[config.mk]
export PLATFORM = sky130hd
export DESIGN_NAME = pc_sequencer
export DESIGN_NICKNAME = d
export VERILOG_FILES = /design/src/rtl/pc_ctrl_pkg.sv /design/src/rtl/pc_next_mux.sv /design/src/rtl/pc_sequencer.sv
export SDC_FILE = /design/constraint.sdc
export NUM_CORES = 1
export LEC_CHECK = 0
export ABC_AREA = 0
export ABC_CLOCK_PERIOD_IN_PS = 1800
export CORE_UTILIZATION = 34
export CTS_CLUSTER_SIZE = 16
export DETAILED_ROUTE_END_ITERATION = 10
export HOLD_SLACK_MARGIN = 0.1
export PLACE_DENSITY = 0.85
export SKIP_LAST_GASP = 1
export SLEW_MARGIN = 20
export SYNTH_ARGS = -nofsm -noshare
export SYNTH_HDL_FRONTEND = slang
export SYNTH_HIERARCHICAL = 1
export SYNTH_SLANG_ARGS = --single-unit
[constraint.sdc]
create_clock -name CLK -period 1.8 [get_ports CLK]
set_input_delay 0.36 -clock CLK [delete_from_list [all_inputs] [get_ports CLK]]
set_output_delay 0.36 -clock CLK [all_outputs]
set_load 0.1 [all_outputs]
[src/rtl/pc_ctrl_pkg.sv]
// Shared types and defaults for the PC fetch/redirect sequencer.
// Imported by pc_sequencer and pc_next_mux.
package pc_ctrl_pkg;

  localparam int              PC_DATA_W    = 16;
  localparam int              PC_JIMM_W    = 13;
  localparam logic [15:0]     PC_RESET_VEC = 16'h0000;
  localparam int              PC_INC_DEF   = 2;

  typedef enum logic [2:0] {
    S_BOOT  = 3'd0,
    S_FETCH = 3'd1,
    S_INCR  = 3'd2,
    S_EXEC  = 3'd3,
    S_HALT  = 3'd4
  } state_e;

  typedef enum logic [2:0] {
    SEL_NONE = 3'd0,
    SEL_RST  = 3'd1,
    SEL_INC  = 3'd2,
    SEL_JUMP = 3'd3,
    SEL_BR   = 3'd4
  } sel_e;

endpackage

[src/rtl/pc_next_mux.sv]
// Next-PC selection: reset vector, increment, jump or branch.
// Also produces the PC register write enable.
module pc_next_mux
  import pc_ctrl_pkg::*;
#(
  parameter int                DATA_W    = PC_DATA_W,
  parameter int                JIMM_W    = PC_JIMM_W,
  parameter logic [DATA_W-1:0] RESET_VEC = PC_RESET_VEC,
  parameter int                PC_INC    = PC_INC_DEF
) (
  input  state_e                     state,
  input  logic                       stall,
  input  logic                       instr_done,
  input  logic                       halt,
  input  logic                       jump_en,
  input  logic                       branch_taken,
  input  logic [DATA_W-1:0]          pc_in,
  input  logic [DATA_W-JIMM_W-1:0]   pc_top,
  input  logic [JIMM_W-1:0]          jump_imm,
  input  logic [DATA_W-1:0]          branch_target,
  output logic [DATA_W-1:0]          pc_next,
  output logic                       pc_write
);

  sel_e sel;

  // Halt beats jump beats branch; plain completion keeps the
  // already-incremented PC.
  always_comb begin
    sel = SEL_NONE;
    if (!stall) begin
      unique case (state)
        S_BOOT: sel = SEL_RST;
        S_INCR: sel = SEL_INC;
        S_EXEC: begin
          if (instr_done && !halt) begin
            if (jump_en)           sel = SEL_JUMP;
            else if (branch_taken) sel = SEL_BR;
          end
        end
        default: sel = SEL_NONE;
      endcase
    end
  end

  always_comb begin
    pc_write = (sel != SEL_NONE);
    unique case (sel)
      SEL_INC:  pc_next = pc_in + DATA_W'(PC_INC);
      SEL_JUMP: pc_next = {pc_top, jump_imm};
      SEL_BR:   pc_next = branch_target;
      default:  pc_next = RESET_VEC;
    endcase
  end

endmodule

[src/rtl/pc_sequencer.sv]
// Multi-cycle fetch/redirect controller for the program counter.
// Boot, fetch, increment, execute and halt sequencing plus the IR latch.
module pc_sequencer
  import pc_ctrl_pkg::*;
#(
  parameter int                DATA_W    = PC_DATA_W,
  parameter logic [DATA_W-1:0] RESET_VEC = PC_RESET_VEC,
  parameter int                PC_INC    = PC_INC_DEF,
  parameter int                JIMM_W    = PC_JIMM_W
) (
  input  logic                     CLK,
  input  logic                     Reset,
  input  logic [DATA_W-1:0]        PCIn,
  input  logic [DATA_W-JIMM_W-1:0] PCTop,
  output logic [DATA_W-1:0]        PCNext,
  output logic                     PCWrite,
  output logic                     MemReq,
  output logic [DATA_W-1:0]        MemAddr,
  input  logic                     MemReady,
  input  logic [DATA_W-1:0]        MemData,
  output logic [DATA_W-1:0]        IR,
  output logic                     IRValid,
  input  logic                     InstrDone,
  input  logic                     BranchTaken,
  input  logic [DATA_W-1:0]        BranchTarget,
  input  logic                     JumpEn,
  input  logic [JIMM_W-1:0]        JumpImm,
  input  logic                     Halt,
  input  logic                     Stall,
  output logic                     Halted
);

  state_e            state_q, state_d;
  logic [DATA_W-1:0] ir_q, ir_d;
  logic              mem_req;

  always_ff @(posedge CLK) begin
    if (Reset) begin
      state_q <= S_BOOT;
      ir_q    <= '0;
    end else begin
      state_q <= state_d;
      ir_q    <= ir_d;
    end
  end

  always_comb begin
    state_d = state_q;
    ir_d    = ir_q;
    mem_req = 1'b0;
    if (!Stall) begin
      unique case (state_q)
        S_BOOT: state_d = S_FETCH;
        S_FETCH: begin
          mem_req = 1'b1;
          if (MemReady) begin
            ir_d    = MemData;
            state_d = S_INCR;
          end
        end
        S_INCR: state_d = S_EXEC;
        S_EXEC: begin
          if (InstrDone) state_d = Halt ? S_HALT : S_FETCH;
        end
        S_HALT:  state_d = S_HALT;
        default: state_d = S_BOOT;
      endcase
    end
  end

  pc_next_mux #(
    .DATA_W    (DATA_W),
    .JIMM_W    (JIMM_W),
    .RESET_VEC (RESET_VEC),
    .PC_INC    (PC_INC)
  ) u_next (
    .state         (state_q),
    .stall         (Stall),
    .instr_done    (InstrDone),
    .halt          (Halt),
    .jump_en       (JumpEn),
    .branch_taken  (BranchTaken),
    .pc_in         (PCIn),
    .pc_top        (PCTop),
    .jump_imm      (JumpImm),
    .branch_target (BranchTarget),
    .pc_next       (PCNext),
    .pc_write      (PCWrite)
  );

  assign MemReq  = mem_req;
  assign MemAddr = PCIn;
  assign IR      = ir_q;
  assign IRValid = (state_q == S_EXEC);
  assign Halted  = (state_q == S_HALT);

endmodule
# == Word-level counts from Yosys, hierarchy flattened ==
# Index checks and enable logic that the tools add are counted.
# totals
register_bits,19
in_bits,72
out_inout_bits,52
wordCells,31
# classes
add_sub_neg,1
eq_ne,9
n_mux,12
bitwise,1
n_reduce_logical,6
# op_table
cell,count
case mux 16 bit (3 select lines),1
2-to-1 mux 3 bit,7
adder 16 x 2 -> 16 bit (second input constant),1
case mux 3 bit (5 select lines),1
equality test 3 x 2 -> 1 bit (second input constant),4
case mux 3 bit (3 select lines),1
equality test 3 bit (second input constant),2
AND reduction 3 bit,2
equality test 3 x 1 -> 1 bit (second input constant),1
zero test 3 bit,1
nonzero test 3 bit,1
2-to-1 mux 1 bit,2
!= test 2 x 1 -> 1 bit (second input constant),1
!= test 2 bit (second input constant),1
logical AND 1 bit,1
zero test 1 bit,1
inverter 1 bit,1

# == Longest topological paths before layout ==
# depth
depth_word,7
mapped_depth,6
depth_no_buf,5

# == Modules after synthesis ==
# The synthesis kept the hierarchy.
# by_module_without_submodules
module,instances,cells_per_inst,area_per_inst_um2,seq_area_each_um2
pc_sequencer,1,109,1032.2,380.4
pc_next_mux,1,85,603.1,0.0

# == Least setup slack after synthesis ==
# OpenSTA, ideal clock, no wires.
# synth_path
kind,input -> output
start,in Stall
end,out PCNext[5]
arrival_time_ns,3.040
required_ns,1.440
path_slack_ns,-1.600
cell_stages,4
path_buffers,1
cell_sequence,nor2_1 > nand3_1 > clkbuf_1 > o21ai_0
# synth_via
elab_chain_len,3
elab_cells_between_ends,5
cone_classes,3 x eq/ne; 2 x mux
# synth_rtl
element,line,rtl
"start, declared",pc_sequencer.sv:29,"input logic Stall,"
2-to-1 mux 3 bit (*),pc_next_mux.sv:31,if (!stall) begin
equality test 3 bit or equality test 3 x 2 -> 1 bit (tied branches),pc_next_mux.sv:48,unique case (sel)
case mux 16 bit (3 select lines) (*),pc_next_mux.sv:48,
"end, declared",pc_sequencer.sv:15,"output logic [DATA_W-1:0] PCNext,"
# Mark *: on every way between the ends. The rest lies on a longest branch, timed or not.

# == Worst setup path after layout ==
# layout_path
start,reg state_q[0]
end,out PCNext[7]
# layout_via
elab_chain_len,5
elab_cells_between_ends,9
cone_classes,5 x eq/ne; 3 x mux; 1 x reduce/logical
# layout_rtl
element,line,rtl
"start, declared",pc_sequencer.sv:33,"state_e state_q, state_d;"
"start signal, assigned",pc_sequencer.sv:42,state_q <= state_d;
equality test 3 x 2 -> 1 bit or zero test 3 bit (tied branches),pc_next_mux.sv:32,unique case (state)
case mux 3 bit (3 select lines) (*),pc_next_mux.sv:32,
2-to-1 mux 3 bit (*),pc_next_mux.sv:31,
equality test 3 bit or equality test 3 x 2 -> 1 bit (tied branches),pc_next_mux.sv:48,
case mux 16 bit (3 select lines) (*),pc_next_mux.sv:48,
# Marks and branches as above.

==> impl_results.md <==
- Power density cells: 421.2 nW/um^2
- Chip height: 71.35 um
- Worst Skew: 13.84 ps
- Ranking of synthesized cells by area: dfxtp_1, nand4b_1, buf_4
- Cell accounting for the most synthesized area: dfxtp_1
- Chip width: 71.35 um
- Net Count, Synth: 267
- Lkg Pwr: 1.616 nW
- Vias per inst: 6.496
- Clk sinks: 19
- Period utilisation layout: 129.2%
- Synth Cell Area: 1635 um^2
- Initial Util: 36.55%
- Mean Syn Cell Area: 8.429 um^2
- CTS tree: done
- Max-slew headroom: 66.10%
- Mux cell area share after synthesis: 0%
- Yosys warnings: 6
- CTS clk-pin slew, worst paths: 90 ps
- Clk root buf: clkbuf_8
- First-pass GRT wire length: 14.76 mm
- Synth Area in Compound Gates: 21.04%
- ANT cells: 0
- Row count: 24
- Crit-path slowest cell: a22oi_2
- Synth-to-layout area growth: 155.6%
- Drt total wl: 12.17 mm
- Die ar.: 5091 um^2
- Input/output buffers: 123
- Vias in the first global route: 2588
- Yosys cell types: 33
- Simple-gate share of the synthesized area: 34.81%
- Skew-Pair Late Insertion Delay: 280 ps
- Capturing element type of the critical path: output pin
- Worst path cell trace: and4b_1 > and4b_4 > buf_16 > a22oi_2 > o21ai_4 > buf_12
- H-tree depth: 1
- Max Fclk: 0.4300 GHz
- Clock Path Buffers: 2
- Cells after Synth: 194
- Drt pass-1 iters: 10
- Detailed Route Iter0 Violations: 286
- Max FO, Critical Path: 4
- Vias: 2618
- Fin crit period: 2326 ps
- Slowest stage delay, CP: 430 ps
- Yosys reg bits: 19
- Routed length per instance: 30.19 um
- Hold Path Class: register to register
- Total power: 1.761 mW
- Max_cap viols: 0
- Startpoint Class: register
- Total grt overflow: 0
- Worst-margin pin slew: 508.5 ps
- VDD IR max: 368.9 uV
- Total track usage: 39.44%
- Adder-Cell Fraction of Synth Area: 0.7651%
- Total CTS buffers: 3
- Post-DRT Antenna Nets: 0
- Core Area: 4474 um^2
- Setup WS post-layout: -525.6 ps
- DP Wirelength: 5.977 mm
- Nets: 425
- XOR/XNOR share of the synthesized area: 6.963%
- Pins Over Slew Limit: 0
- RSZ-0062 raised after global routing: true
- Post-synth top area share: 23.26%
- Worst endpoint data arrival time: 1970 ps
- Hold Violations, Final: 0
- Number of remaining DRC errors: 4
- Setup violators final: 25
- Util after Layout: 93.43%
- Status: finished, violations left
- Pin count of the biggest net entering global routing: 37
- Crit Path Class: register to output pin
- Violated checks: design-rule violations, negative setup slack
- Seq/Total Area, Yosys: 23.26%
- Initial antenna violation count: 0
- GPL Wtd Cong: 1.065
- Ports: 124
- Req. time, crit path: 1440 ps
- Largest family of logic cells by synthesized area: simple AND/OR/NAND/NOR gates
- Share of layout cells above drive strength 1: 56.41%
- Hold buffer count at cts: 0
## what timing repair did
item | 4_1_cts | 5_1_grt
pin swaps | 36 | 3
cloned | 2 | 0
setup endpoints to repair | 18 | 18
gates resized for setup | 96 | 6
buffers inserted | 8 | 6
## synth_stat cells (all sizes together)
master	number
xor2	4
clkbuf	6
nand3b	2
o21ai	35
nor3	3
nor4	4
and2	2
xnor2	9
nand2	6
and3	1
and3b	1
a31oi	1
buf	22
and4b	3
nand3	7
inv	5
a22oi	16
dfxtp	19
nand2b	17
nand4	6
ha	1
nand4b	17
a21oi	1
and4	1
nor4b	1
nor2	4
## placed cells by master (no fill, tap or decap), drive strengths merged, types with 4 or more instances in the layout
cell type | netlist | layout
buf | 22 | 121
clkdlybuf4s50 | 0 | 52
o21ai | 35 | 35
dfxtp | 19 | 19
nand4b | 17 | 17
nand2b | 17 | 17
a22oi | 16 | 16
xnor2 | 9 | 9
nand3 | 7 | 7
nand2 | 6 | 6
nand4 | 6 | 6
inv | 5 | 5
nor4 | 4 | 4
xor2 | 4 | 4
nor2 | 4 | 4
clkbuf | 6 | 4
clkdlybuf4s15 | 0 | 4
## report_power, final
group	internal [mW]	total (mW)	leakage (nW)	switching (mW)
registers	0.433	0.449	0.155	0.0162
clock network	0.155	0.335	0.0255	0.180
logic	0.408	0.976	1.43	0.568
total	0.996	1.76	1.62	0.765
## per-stage QoR
step	hold slack, ps	instance area [um^2]	cells	setup TNS, ps	setup WS [ps]
floorplan	508.7	1883	194	-982.7	-89.74
global placement	497.8	3842	384	-10550	-553.6
detailed placement	500.8	3842	384	-11570	-652.8
CTS	517.0	4129	397	-3326	-228.2
global route	549.0	4180	403	-8539	-619.1
finish	523.7	4180	403	-6360	-525.6
## final timing paths
check                                        startpoint             endpoint  slack, ps  cells after the start
worst min-delay path                IR[14]$_SDFFE_PP0P_  IR[14]$_SDFFE_PP0P_        520                      2
worst max register to register  state_q[1]$_SDFFE_PP0P_  IR[15]$_SDFFE_PP0P_        -80                      7
worst max-delay path            state_q[0]$_SDFFE_PP0P_            PCNext[7]       -530                      6
worst min register to register      IR[14]$_SDFFE_PP0P_  IR[14]$_SDFFE_PP0P_        520                      2
## metal layers
layer  vias up  wire length (um)  GRT usage [%]
met5         -                 0              0
met4         0              1277          30.44
met3       110              1281          7.876
met2       249              5796          73.02
met1      1238              3809          38.29
li1       1021                 -              -
## kinds of logic after synthesis
group,after synthesis
simple gates,75
compound gates,53
buf+inv,33
flops,19
xor+xnor,13
fa+ha+maj,1
## critical path: cells and delay by family, from the launching register on
family	cells	cell delay (ps)
simple gates	2	440
compound gates	2	550
flops	1	330
buf+inv	2	350
## registers in the layout (all words and copies together), names as in the netlist
name,cells
state_q,3
IR,16
## cell type report
cell class	count	area, um^2
clock buffer	3	41.29
clock inverter	1	5.005
fill	129	294.0
inverter	5	18.77
multi-input combinational	142	1445
sequential	19	385.4
tap	52	65.06
timing repair buffer	181	2220
(Power assumes the default switching activity.)
==> patch: new RTL, same settings <==
The 5 states of `state_e` get a Gray code encoding in 3 bits.
--- a/src/rtl/pc_ctrl_pkg.sv
+++ b/src/rtl/pc_ctrl_pkg.sv
@@ -8,11 +8,11 @@
   localparam int              PC_INC_DEF   = 2;
 
   typedef enum logic [2:0] {
-    S_BOOT  = 3'd0,
-    S_FETCH = 3'd1,
-    S_INCR  = 3'd2,
-    S_EXEC  = 3'd3,
-    S_HALT  = 3'd4
+    S_BOOT  = 3'b000,
+    S_FETCH = 3'b001,
+    S_INCR  = 3'b011,
+    S_EXEC  = 3'b010,
+    S_HALT  = 3'b110
   } state_e;
 
   typedef enum logic [2:0] {
Check against the original RTL: no difference found for any inputs over 10 cycles, from zero or initial values and one cycle with Reset high; not proved beyond that.
==> patch against the original RTL <==
- the run ends with negative setup slack left
- area after synthesis up 2.1%
- clock skew fell by 0.0052 ns
- count of clock-buffer cells in the layout stayed put
- sequential cell count unchanged
- sequential share of layout area down 0.13 points
- register-to-register slack gained 0.16 ns
- worst setup slack improved by 0.12 ns
- power decreased by 4.8%
- final cell count up 5.0%
- cell area grew 2.4%
- wire length shrank 16%
==> patch: results (changes against the original RTL) <==
Psw 686 µW (-10%); setup ws final -0.405 ns (+0.120 ns); Final GP Congestion 0.844 (-21%); Synth top cells by count 19 x dfxtp_1, 18 x buf_4, 17 x nand2b_1; Non-CTS buffers 179 (-1.1%); DP HPWL 6170 µm (+3.2%); fin nets 429 (+0.94%); non-clk buf share 52.1% (-1.0 points); pin count of the biggest net entering global routing 36 (-2.7%); Met2 Wirelength 5200 µm (-10%); clk slew on worst S/H paths 0.07 ns (-0.02 ns); layout cells sized above 1 54.6% (-1.8 points); DRT Pass-1 Iters 4 (-6); met3 wire length 862 µm (-33%); crit path max-delay cell type nor4_4; first-pass GRT wire length 13,400 µm (-9.4%); register area 389 µm² (+0.97%); First DRT Iteration DRCs 231 (-19%); met3 Track Usage GR 8.19% (+0.32 points); CP max stage delay 0.28 ns (-0.15 ns); Resize count post-CTS 112 (+17%); Clock Skew 0.00861 ns (-0.00522 ns); xor and xnor area share after synthesis 5.25% (-1.7 points); CP top delay family buffers and inverters; seq_cells 19 (unchanged); crit path DAT 1.85 ns (-0.12 ns); number of setup violations in the final report 16 (-36%); grt met1 use 34.9% (-3.4 points); sequential share of cell area 9.09% (-0.13 points); Cells after Synth 200 (+3.1%); initial antenna violation count 1 (+1); Multi-input gate area 0.00151 mm² (+4.3%); Net Count, Synth 273 (+2.2%); Vias/cell 5.89 (-9.3%); FF-to-FF setup slack 0.08 ns (+0.16 ns); failing checks negative setup slack; count of multi-input gates 147 (+3.5%); leakage 0.00169 µW (+4.8%); post-synthesis adder-cell area fraction 0.750% (-0.015 points); Setup Buffers After CTS 12 (+4); Slew HR 74.4% (+8.3 points); post-synthesis compound-gate area fraction 25.3% (+4.3 points); hold path start Halt; n_diodes 1 (+1); Worst Hold Class input port to flop; status finished, violations left; met1 WL 3390 µm (-11%); setup TNS -4.17 ns (+2.19 ns); Inverters 6 (+1); Cell variety after synth 47 (+42%); reg-to-reg endpoint state_q[0]; clock network area share 1.08% (-0.026 points)
[patch: cell count changes after synthesis, sizes merged, moves of 3 or more]
cell,change
nand4,-3
or3,+3
a22oi,-10
o21ai,-12
nor2,+3
o22ai,+6
nor2b,+5
a221o,+8
a21oi,+4
and4b,-3
[patch: tightest hold or removal path, cell delays in order]
cell	delay, ns
clkbuf_2	0.13
o2111ai_1	0.10
a21boi_0	0.08
[patch: through the flow]
step	hold WS (ns)	instance area [µm²]	power, µW
final	0.453	4280	1680
after global placement	0.499	3880	1270
after detailed placement	0.502	3880	1300
after floorplan	0.526	1940	886
after global routing	0.529	4280	1720
after CTS	0.515	4200	1630
[patch: logic make-up (layout without fill, tap and decap cells)]
| family | count (synthesis) | in the layout |
|---|---|---|
| flops | 19 | 19 |
| buf+inv | 34 | 189 |
| simple gates | 78 | 78 |
| other cells | 0 | 1 |
| compound gates | 58 | 58 |
| fa+ha+maj | 1 | 1 |
| xor+xnor | 10 | 10 |
[patch: how the worst max path moves through the flow]
| stage | start | to | slack [ns] | cells after the start |
|---|---|---|---|---|
| after CTS | PCIn[2] | PCNext[15] | -0.36 | 8 |
| after detailed placement | PCIn[2] | PCNext[15] | -0.84 | 8 |
| final | PCIn[1] | PCNext[15] | -0.41 | 8 |
| after global routing | PCIn[1] | PCNext[15] | -0.40 | 8 |
| after global placement | PCIn[2] | PCNext[13] | -0.69 | 8 |
| after floorplan | state_q[0] | Halted | -0.37 | 2 |
[patch: power groups by stage]
stage | clock (µW) | combinational, µW | sequential [µW]
floorplan | 0 | 364 | 522
global placement | 0 | 815 | 457
detailed placement | 0 | 837 | 458
CTS | 307 | 872 | 450
global route | 325 | 943 | 451
finish | 303 | 923 | 450
